`config.mk`:
```
export PLATFORM = sky130hd
export DESIGN_NAME = jk_bank_driver
export DESIGN_NICKNAME = d
export VERILOG_FILES = /design/src/rtl/jk_bank_driver.sv
export SDC_FILE = /design/constraint.sdc
export NUM_CORES = 1
export LEC_CHECK = 0
export ABC_AREA = 1
export BUFFER_PORTS_ARGS = -buffer_cell sky130_fd_sc_hd__buf_2
export CAP_MARGIN = 10
export CORE_UTILIZATION = 55
export CTS_BUF_LIST = sky130_fd_sc_hd__clkbuf_8
export CTS_CLUSTER_DIAMETER = 40
export DETAILED_ROUTE_END_ITERATION = 7
export GPL_ROUTABILITY_DRIVEN = 0
export HOLD_SLACK_MARGIN = 0.15
export PLACE_DENSITY = 0.85
export SLEW_MARGIN = 20
export SYNTH_ARGS = -nofsm -noshare
export SYNTH_HDL_FRONTEND = slang
export SYNTH_SLANG_ARGS = --single-unit
```
`constraint.sdc`:
```
create_clock -name clk -period 3 [get_ports clk]
set_input_delay 0.6 -clock clk [delete_from_list [all_inputs] [get_ports clk]]
set_output_delay 0.6 -clock clk [all_outputs]
set_load 0.05 [all_outputs]
```
`src/rtl/jk_bank_driver.sv`:
```
// jk_bank_driver: drives a bank of WIDTH JK flip-flops toward a target word.
// After driving, it checks the q feedback. On a mismatch it re-drives up to
// MAX_RETRY times, and if the bank still does not match it enters ERROR.
// Optional macro JK_TOGGLE_EN: when it is defined, excitation uses the toggle
// form (j = k = target ^ q). By default it uses the set/reset form.
module jk_bank_driver #(
    parameter int WIDTH     = 4,
    parameter int MAX_RETRY = 3
) (
    input  logic             clk,
    input  logic             clear_n,
    input  logic             in_valid,
    output logic             in_ready,
    input  logic [WIDTH-1:0] target,
    input  logic [WIDTH-1:0] q_fb,
    output logic [WIDTH-1:0] j,
    output logic [WIDTH-1:0] k,
    output logic             busy,
    output logic             done,
    output logic             err,
    input  logic             err_clr
);

    // Retry counter just wide enough to hold MAX_RETRY; it stops there, never wraps
    localparam int CNT_W = (MAX_RETRY < 1) ? 1 : $clog2(MAX_RETRY + 1);
    localparam logic [CNT_W-1:0] MAX_CNT = CNT_W'(MAX_RETRY);

    typedef enum logic [2:0] {
        IDLE  = 3'd0,
        DRIVE = 3'd1,
        CHECK = 3'd2,
        DONE  = 3'd3,
        ERROR = 3'd4
    } state_t;

    state_t             state_reg;
    logic [WIDTH-1:0]   target_reg;
    logic [CNT_W-1:0]   retry_cnt_reg;
    logic               done_reg;
    logic               err_reg;
    logic               busy_reg;
    logic               ready_reg;
    logic               drive_en;

    // Excitation is only live in DRIVE; the async reset of state_reg zeroes it at once
    assign drive_en = (state_reg == DRIVE);

    generate
        for (genvar gi = 0; gi < WIDTH; gi++) begin : g_exc
`ifdef JK_TOGGLE_EN
            assign j[gi] = drive_en & (target_reg[gi] ^ q_fb[gi]);
            assign k[gi] = drive_en & (target_reg[gi] ^ q_fb[gi]);
`else
            assign j[gi] = drive_en &  target_reg[gi] & ~q_fb[gi];
            assign k[gi] = drive_en & ~target_reg[gi] &  q_fb[gi];
`endif
        end
    endgenerate

    assign in_ready = ready_reg;
    assign busy     = busy_reg;
    assign done     = done_reg;
    assign err      = err_reg;

    // Control FSM; status outputs are registered together with the next state
    always_ff @(posedge clk or negedge clear_n) begin
        if (!clear_n) begin
            state_reg     <= IDLE;
            target_reg    <= '0;
            retry_cnt_reg <= '0;
            done_reg      <= 1'b0;
            err_reg       <= 1'b0;
            busy_reg      <= 1'b0;
            ready_reg     <= 1'b1;
        end else begin
            done_reg <= 1'b0;
            case (state_reg)
                IDLE: begin
                    if (in_valid && ready_reg) begin
                        target_reg    <= target;
                        retry_cnt_reg <= '0;
                        state_reg     <= DRIVE;
                        busy_reg      <= 1'b1;
                        ready_reg     <= 1'b0;
                    end
                end
                DRIVE: begin
                    state_reg <= CHECK;
                end
                CHECK: begin
                    if (q_fb == target_reg) begin
                        state_reg <= DONE;
                        done_reg  <= 1'b1;
                    end else if (retry_cnt_reg < MAX_CNT) begin
                        retry_cnt_reg <= retry_cnt_reg + 1'b1;
                        state_reg     <= DRIVE;
                    end else begin
                        state_reg <= ERROR;
                        err_reg   <= 1'b1;
                        busy_reg  <= 1'b0;
                    end
                end
                DONE: begin
                    // Returning through IDLE rules out a back-to-back accept
                    state_reg <= IDLE;
                    busy_reg  <= 1'b0;
                    ready_reg <= 1'b1;
                end
                ERROR: begin
                    if (err_clr) begin
                        state_reg <= IDLE;
                        err_reg   <= 1'b0;
                        ready_reg <= 1'b1;
                    end
                end
                default: begin
                    state_reg <= IDLE;
                    busy_reg  <= 1'b0;
                    err_reg   <= 1'b0;
                    ready_reg <= 1'b1;
                end
            endcase
        end
    end

endmodule

```
==> results of run 1 <==
-- final timing paths --
| kind | to | slack, ps | cells after the start |
|---|---|---|---|
| hold / removal | retry_cnt_reg[0] | 240 | 1 |
| setup / recovery | k[3] | 920 | 4 |
| hold reg to reg | busy | 480 | 2 |
| max in group asynchronous | in_ready | 2480 | 1 |
| setup reg to reg | busy | 1660 | 8 |
| min in group clk | busy | 480 | 2 |
-- cells by family (layout without fill, tap and decap cells) --
family	Yosys count	after routing	synth area share [%]
flip-flops	13	13	43.57
AND/OR/NAND/NOR	66	66	42.57
buffers and inverters	17	43	8.681
AO/OA/AOI/OAI	5	5	3.506
adder cells (fa/ha/maj)	1	1	1.669
-- worst max-delay path: stages (launching register included) --
cell and delay (ps):
dfrtp_1 420, nor2_1 120, nand2_1 240, nor2_1 180, buf_2 280
-- per-layer routing --
metal | track usage [%] | routed length [um] | up-vias | share of wire (%)
li1 | - | - | 368 | -
met1 | 32.22 | 713 | 327 | 44
met2 | 45.83 | 837 | 25 | 52
met3 | 5.202 | 70 | 0 | 4.3
met4 | 5.172 | 0 | 0 | 0
met5 | 0 | 0 | - | 0
-- power breakdown --
group / switching (mW) / internal (mW)
registers: 0.0391 / 0.241
logic: 0.364 / 0.135
clock network: 0.0614 / 0.0903
total: 0.464 / 0.466
-- layout make-up --
| type | count | area [sq um] |
|---|---|---|
| Tap cell | 14 | 17.52 |
| Multi-Input combinational cell | 72 | 357.8 |
| Sequential cell | 13 | 326.6 |
| Clock inverter | 1 | 3.754 |
| Inverter | 16 | 60.06 |
| Fill cell | 91 | 264.0 |
| Clock buffer | 3 | 41.29 |
| Timing Repair Buffer | 23 | 115.1 |
-- cells in the final DEF, fill, tap and decap left out, drive strengths merged, types with 3 or more instances in the layout --
| cell | netlist | routed |
|---|---|---|
| clkbuf | 0 | 3 |
| nor2 | 20 | 20 |
| a21oi | 4 | 4 |
| inv | 16 | 17 |
| nand2 | 33 | 33 |
| buf | 1 | 23 |
| nand3 | 8 | 8 |
| dfrtp | 12 | 12 |
| nand4 | 4 | 4 |
==> run summary, run 1 <==
The origin of the critical flop-to-flop path was state_reg[0]. The final count of hold timing violations is 0, and the clock insertion delay at the later pin of the skew report is 240 ps. Of all cell types, the one taking the most synthesized area is dfrtp_1. The worst slack after detailed placement came out at 1181 ps. TritonCTS built the clock tree. Synthesis instantiated 18 different standard cells from the library. The floorplan step defined a die boundary enclosing 1514 sq um. The register with the most flip-flops in the layout has 4 of them.

Measured along the x axis, the die boundary spans 38.92 um. The placed standard-cell area is 877.1 sq um, and the worst hold-check slack is 240.6 ps. Quantity of hold-fixing buffers added after cts: 0. The initial utilization of the core area, before any placement, comes to 63.19%. The number of iterations in the first detailed-routing pass was 4; the number of vias after detailed routing was 720. The logs give 0 for the synthesis warning total and 0 ps for the sum of negative setup slack. The peak supply drop was 0.7119 mV.

Synthesis produced a netlist with a net count of 115. The number of pins with negative max-slew slack in the final report is 0. In this run the static leakage power is 0.5784 nW. The number of global-route vias before repair came out at 648. The highest fanout seen on the critical path is 12.

The total global routing overflow was 0; the flip-flop and latch count after synthesis was 13. Sorting the synthesized cells by how often they occur yields nand2_1 (29), nor2_1 (18), inv_1 (13), dfrtp_1 (12). The maximum buffer depth of the clock tree is 2.

Ranked by total cell area, the synthesized netlist is headed by dfrtp_1 (40%), nand2_1 (15%), nor2_1 (9.0%). In this run the tightest slew margin relative to its limit is 74.02%. The routed wirelength normalized by instance count was 11.42 um; the cell count after synthesis was 102. Excluding fillers, the count of instances in the completed layout stands at 142. The worst path meets setup with 920.2 ps of slack. The number of antenna violations at the first check in global routing is 0. Power density over the cells: 1009 nW/um^2. The number of setup buffers added after CTS is 0. The first global-routing pass estimated 2.608 mm of wire. Setup repair after global routing left no endpoint under its margin.

The clock transition at the registers of the reported paths was 60 ps; the pin slew with the least headroom to its limit was 388.8 ps. Data arrives at the worst endpoint at 1480 ps. The share of synthesized flip-flops with an asynchronous set or reset came out at 100.0%. The critical setup path kind is reg2out. The tightest min-delay check is of the in2async type. The overall power of the completed layout is 0.9304 mW.

The core region is 1186 sq um. The run finished with clean final reports. The worst path needs 2080 ps of the cycle, external delays included. The H-tree depth reported by CTS was 1; the violation count after the first detailed-routing iteration was 16. The antenna cell count is 0, and the proportion of synthesized chip area in sequential cells is 43.57%. Worst path required time: 2400 ps.

24 I/O pins were placed. After detailed routing, the number of vias per cell comes to 5.070. Most frequently used flop master after synthesis: dfrtp_1. The detailed placer's ending HPWL came out at 1.212 mm.

The worst clock skew on the final layout is 2.514 ps, and the number of buffer cells added on primary ports is 23. After layout, the worst path uses 69.33% of the clock period. The run gives 14 as the largest net degree at the start of global routing.

The number of placed instances, taps included, is 138. Measured on the finished design, the core utilization comes to 77.74%. The synthesized design contains 0 enable-type register cells.

In the routed design, unresolved DRC markers number 0. At the end of the flow, the number of nets in the layout was 142. Sort of element at the start of the critical path: a flop. The die is 38.92 um tall. The growth of design area from synthesis to finish is 23.04%.

Each instance of the synthesized netlist takes up on average 7.348 sq um. The area share of the largest cell type after synthesis came out at 40.07%. The tree built by TritonCTS fans out to 13 sinks. The synthesized cell area is 749.5 sq um.

The CTS root buffer is clkbuf_8. Cells with a size suffix above 1 make up 31.25% of the layout. The area of all placed cells without fillers is 922.1 sq um, and the total CTS buffers is 3.

Antenna violation net count after detailed routing: 0. In this run, post-CTS repair resized a total of 0 instances. Global routing consumed, over all layers together, 25.89% of the routing resources. The top achievable clock speed was 0.4808 GHz; the floorplan row count was 12. The routed design has 1.621 mm of wire. The run gives 0 as the final number of setup-violating endpoints.

The tool flagged a number of max-cap violations equal to 0. STA classifies the critical path endpoint as an output pin. The timing startpoint of the critical path was state_reg[1]. Among all cell types in the netlist, the one instantiated most often is nand2_1.
Power figures use the tool's default switching activity.
==> run 2, diff against run 1 <==
CORE_ASPECT_RATIO = 1.25   (was default)
CORE_UTILIZATION = 46   (was 55)
PLACE_DENSITY = 0.76   (was 0.85)
clock period = 1.67 ns   (was 3 ns; I/O delays follow)
==> run summary, run 2 (same netlist as run 1, synthesis figures left out) <==
0 antenna diodes ended up in the layout. The power density over the cells is 1773 nW/um^2, and the area of all placed cells without fillers is 973.4 sq um. The filler cells instantiated in the layout total 124. The via density per instance works out to 4.932. The cell with the largest stage delay on the worst path was dfrtp_1.

The register with the most flip-flops in the layout has 4 of them. The first routing iteration left 15 violations. Row generation in the floorplan step produced 15 rows.

The top cell types in the final layout, fill and taps aside, are nand2_1 (28), nor2_1 (18), buf_2 (15). The delay of the slowest critical-path stage came out at 420 ps. The clock insertion delay at the later pin of the skew report was 240 ps; the vertical extent of the die was 47.13 um.

The layout cell share with drive strength beyond 1 is 32.31%, and the arrival time of data at the critical path endpoint is 1290 ps. Walking the worst path, the cells encountered are nor2_1 > nand2_2 > nor2_1 > buf_6. Pin placement for this block handled 24 I/O pins. Most common cell type on the critical path: nor2_1.

The H-tree depth reported by CTS is 1, and the worst relative slew slack is 80.39%. The pin slew with the least headroom to its limit was 294.1 ps; the largest net degree at the start of global routing was 14. The number of pins with negative max-slew slack in the final report was 0. The clock net in this run drives a total of 13 sinks. The detailed placer's ending HPWL was 1.193 mm; the number of buffer cells added on primary ports was 23.

Final number of setup-violating endpoints: 0. The run gives 144 as the layout net count. VDD sags by at most 0.8626 mV. The run gives 0 as the final count of hold timing violations. The routed wirelength normalized by instance count came out at 10.78 um.

STA puts the critical path data required time at 1340 ps. The library cell used most frequently in the layout, excluding fill and tap cells, is nand2_1. The worst hold path belongs to the class in2reg. The run gives 0 ps as the sum of negative setup slack.

The setup path with the least slack is of type reg2out. The first TritonRoute pass finished after 4 iterations. Antenna violation net count after detailed routing: 0. For this run, the top clock speed supported by timing is 0.6144 GHz. Counting tap cells, the placed design contains a total of 141 instances. For this configuration, the core starts out at a cell density of 51.86%. For the finished layout, the period the worst path requires is 1628 ps. The finished layout holds 147 standard cells, fillers aside.

Total global routing overflow: 0. For this run, the share of the core covered by cells in the final layout is 67.36%. Overall power of the completed layout: 1.726 mW. Of all nets on the critical path, the largest fanout is 10.

The first global-routing pass estimated 2.242 mm of wire. The run finished with clean final reports. The tools report the CTS root buffer as clkbuf_8. After detailed routing, the number of remaining DRC violations is 0.

The analysis attributes to cell leakage a power of 0.5886 nW. TritonCTS built the clock tree. The ratio of final minimum period to clock period was 97.47%; the die outline area was 1796 sq um. Buffers inserted during clock tree synthesis total 3. STA classifies the critical path startpoint as a flop.

In the final layout, the multi-input gates occupy 360.3 sq um. The total area inside the core boundary comes to 1445 sq um. Across the whole layout, storage elements account for 326.6 sq um. Number of antenna violations at the first check in global routing: 0.

For the total global routing track utilization, the log shows 17.64%. The number of global-route vias before repair came out at 559. Max-cap violations in this run came to 0. STA classifies the critical path endpoint as an output pin.

Clock-pin slew was measured on the worst setup and hold paths at 50 ps. The area growth from synthesis to layout is 29.88%. For this block, the via count after detailed routing is 725. The final layout contains routed wiring with a total length of 1.584 mm.

The placed standard-cell area was 880.8 sq um. From left edge to right edge, the die measures 38.10 um. In this run the deepest clock path goes through 2 buffers. Worst clock skew on the final layout: 0.7332 ps.
[run 2: layout make-up]
class	instances	area share [%]
clock inverters	1	0.3856
multi-input cells	72	37.02
flip-flops and latches	13	33.55
clock buffers	3	4.242
well taps	17	2.185
inverters	16	6.170
repair buffers	25	16.45
[run 2: routing by layer]
metal  routed length (um)  share of wire [%]  track usage, %
met1                  675                 43           22.05
met4                   10               0.63           2.143
met2                  821                 52           30.51
met5                    0                  0               0
met3                   77                4.9           5.687
[run 2: critical path, delay by kind of cell (launching register included)]
family,cells,cell delay [ps]
AND/OR/NAND/NOR,3,450
buffers and inverters,1,180
flip-flops,1,420
[run 2: metrics by stage]
step / worst slack (ps) / hold slack, ps
2_1_floorplan: -54.81 / 38.41
3_3_place_gp: 199.4 / 233.9
5_1_grt: -29.55 / 370.6
6_report: 42.33 / 347.4
4_1_cts: 42.83 / 350.3
3_5_place_dp: 150.4 / 240.6
[run 2: power by group]
| part | switching [mW] | internal [mW] | total [mW] |
|---|---|---|---|
| sequential | 0.0773 | 0.433 | 0.510 |
| combinational | 0.656 | 0.289 | 0.945 |
| clock | 0.109 | 0.162 | 0.271 |
[run 2: final timing paths]
kind / start / slack (ps) / to / cells after the start
max in group asynchronous: clear_n / 880 / in_ready / 2
min in group asynchronous: clear_n / 510 / target_reg[2] / 2
setup / recovery: state_reg[1] / 40 / j[1] / 4
hold reg to reg: err / 480 / err / 2
setup reg to reg: state_reg[0] / 360 / busy / 9
hold / removal: target[1] / 350 / target_reg[1] / 3
[run 2: timing repair]
item,in CTS,in global routing
resized for setup,9,2
setup buffers,0,1
pin swaps,0,1
hold endpoints to repair,12,0
setup endpoints to repair,8,8
hold buffers,1,0
==> run 3, diff against run 2 <==
CORE_ASPECT_RATIO = default   (was 1.25)
CORE_UTILIZATION = 55   (was 46)
PLACE_DENSITY = 0.85   (was 0.76)
clock period = 2 ns   (was 1.67 ns; I/O delays follow)
==> run summary, run 3 (same netlist as run 1, synthesis figures left out) <==
After filler insertion, the fill cell instance count of the layout stands at 88. For the post-CTS setup buffer count, the log shows 0. The final number of setup-violating endpoints came out at 0. The internal portion of the total power is 0.7019 mW.

Traced cell by cell, the critical path runs through nor2_1 > nand2_2 > nor2_1 > buf_2. The number of antenna diodes in the final layout is 0. For the portion of total power attributed to combinational logic, the log shows 53.9%. The most common cell type on the critical path is nor2_1. The logs give 4.365 ps for the worst clock skew on the final layout and 4 for the number of iterations in the first detailed-routing pass. After detailed routing, the number of vias per cell comes to 5.063.

Measured against its own limit, the worst slew margin works out to 80.28%. The logs give 1450 ps for the arrival time of data at the critical path endpoint and 16.1% for the share of power burned in the clock network. The delay of the slowest critical-path stage is 420 ps, and the count of pins on the block boundary is 24.

Summed over all cells, the static leakage comes to 0.5828 nW. For this run, design rule violations remaining after detail routing come to 0. The initial utilization of the core area, before any placement, comes to 63.19%.

The tools report the area of all placed cells without fillers as 934.6 sq um. For this block, the initial DRC count from the detailed router was 39. TritonCTS built the clock tree. The tools report the H-tree depth reported by CTS as 1. In the layout the commonest cells are nand2_1 (28), buf_2 (23), nor2_1 (18). For the final routed database, the setup TNS stands at 0 ps. The critical path in this run is classified as reg2out. Class of the most critical hold timing path: in2reg.

The worst path uses 92.48% of the clock period. After clock tree synthesis, the clock-pin slew on the worst setup and hold paths is 50 ps. Of all nets on the critical path, the largest fanout is 12. The minimum clock period after layout works out to 1850 ps.

The register with the most flip-flops in the layout has 4 of them. The tools report the layout net count as 143. The routed wirelength normalized by instance count works out to 11.80 um. Registers are responsible for 30.0% of the overall power. The worst register-to-register path has a setup slack of 710 ps. The logs give 0 for the total of max-cap violations and 0 for the number of antenna violations at the first check in global routing. The die is 38.92 um tall. Setup repair after global routing left no endpoint under its margin.

The cell with the largest stage delay on the worst path is dfrtp_1. The wire length reported by the detailed router was 1.687 mm; the wire length of the first global-routing pass was 2.442 mm. Counting along the longest clock path gives a buffer depth of 2. The flow ran to the end, and the final reports show no timing, DRC or antenna violations. The top achievable clock speed was 0.5407 GHz.

The tools report the floorplan row count as 12. In this run the standard cell core region covers 1186 sq um. The sort of element at the start of the critical path is a flop. Switching fraction of total power: 50.31%. Summed over all layers, the global routing overflow is 0. The run gives 13 as the number of sinks handled by clock tree synthesis. The run gives 1514 sq um as the die outline area.

The run gives 0 as the number of pins with negative max-slew slack in the final report. From synthesis to final layout, the design area changed by 24.71%. The number of global-route vias before repair is 616, and the layout cell share with drive strength beyond 1 is 31.78%. The tools report the CTS root buffer as clkbuf_8. The horizontal die dimension is 38.92 um, and the number of placed instances, taps included is 138. STA classifies the critical path endpoint as an output pin.

Detailed routing inserted a total of 724 vias. The post-route core utilization is 78.80%, and the count of non-filler cells in the finished layout is 143. For this design the ratio of total power to cell area is 1511 nW/um^2. The later pin in the worst-skew pair is clocked with a latency of 240 ps. Summed over all nets, the half-perimeter wirelength after detailed placement is 1.233 mm. The final count of hold timing violations is 0, and the switching power total is 0.7106 mW. The most frequent standard cell in the layout excluding fill and tap cells was nand2_1.

Once detail routing completed, the nets flagged for antenna violations numbered 0. The largest net degree at the start of global routing is 14. The placed instances occupy a cell area of 877.1 sq um. Counting the buffers created by CTS gives 3. The tools report the total global routing track utilization as 24.57%. For the worst setup path, the data required time is 1600 ps. The peak supply drop is 1.003 mV, and the number of buffer cells added on primary ports is 23. The pin slew with the least headroom to its limit is 295.8 ps.
==> run 3: path summary, 6_finish.rpt <==
check / start / to / cells after the start
max reg2reg: state_reg[0] / busy / 8
min: target[3] / target_reg[3] / 3
max in group asynchronous: clear_n / in_ready / 2
min in group asynchronous: clear_n / retry_cnt_reg[0] / 2
max: state_reg[1] / j[3] / 4
min reg2reg: err / err / 2
==> run 3: per-layer routing <==
layer | part of all wire [%] | wire length (um) | GRT usage (%) | up-vias
li1 | - | - | - | 377
met1 | 44 | 748 | 27.51 | 318
met2 | 49 | 830 | 45.42 | 27
met3 | 5.9 | 99 | 5.202 | 2
met4 | 0.47 | 8 | 7.759 | 0
met5 | 0 | 0 | 0 | -
==> run 3: per-stage QoR <==
stage          hold WS [ps]  power [mW]  setup WS [ps]
4_1_cts               406.5       1.408          77.38
3_3_place_gp          300.8       1.140          438.9
3_5_place_dp          300.5       1.173          349.2
6_report              404.6       1.413          150.4
5_1_grt               419.5       1.496          93.52
2_1_floorplan         104.4       1.021          209.2
==> run 3: power groups by stage <==
| stage | Clock (mW) | Combinational, mW | Sequential, mW |
|---|---|---|---|
| 3_3_place_gp | 0 | 0.722 | 0.418 |
| 2_1_floorplan | 0 | 0.532 | 0.490 |
| 3_5_place_dp | 0 | 0.747 | 0.426 |
| 4_1_cts | 0.230 | 0.757 | 0.421 |
| 6_report | 0.227 | 0.761 | 0.424 |
| 5_1_grt | 0.243 | 0.823 | 0.430 |
==> run 3: timing repair <==
item / CTS / global route
setup endpoints to repair: 0 / 2
hold buffers: 1 / 0
gates resized for setup: 0 / 1
endpoints found under the hold margin: 12 / 0
==> run 3: cell type report <==
| type | count | area (sq um) | area share (%) |
|---|---|---|---|
| flip-flops and latches | 13 | 326.6 | 34.94 |
| multi-input cells | 72 | 360.3 | 38.55 |
| repair buffers | 24 | 125.1 | 13.39 |
| clock buffers | 3 | 41.29 | 4.418 |
| inverters | 16 | 60.06 | 6.426 |
| well taps | 14 | 17.52 | 1.874 |
| clock inverters | 1 | 3.754 | 0.4016 |
==> run 3: worst max-delay path: cells and delay by family (launching register included) <==
kind          cells  cell delay [ps]
buf+inv           1              280
simple gates      3              510
flops             1              420
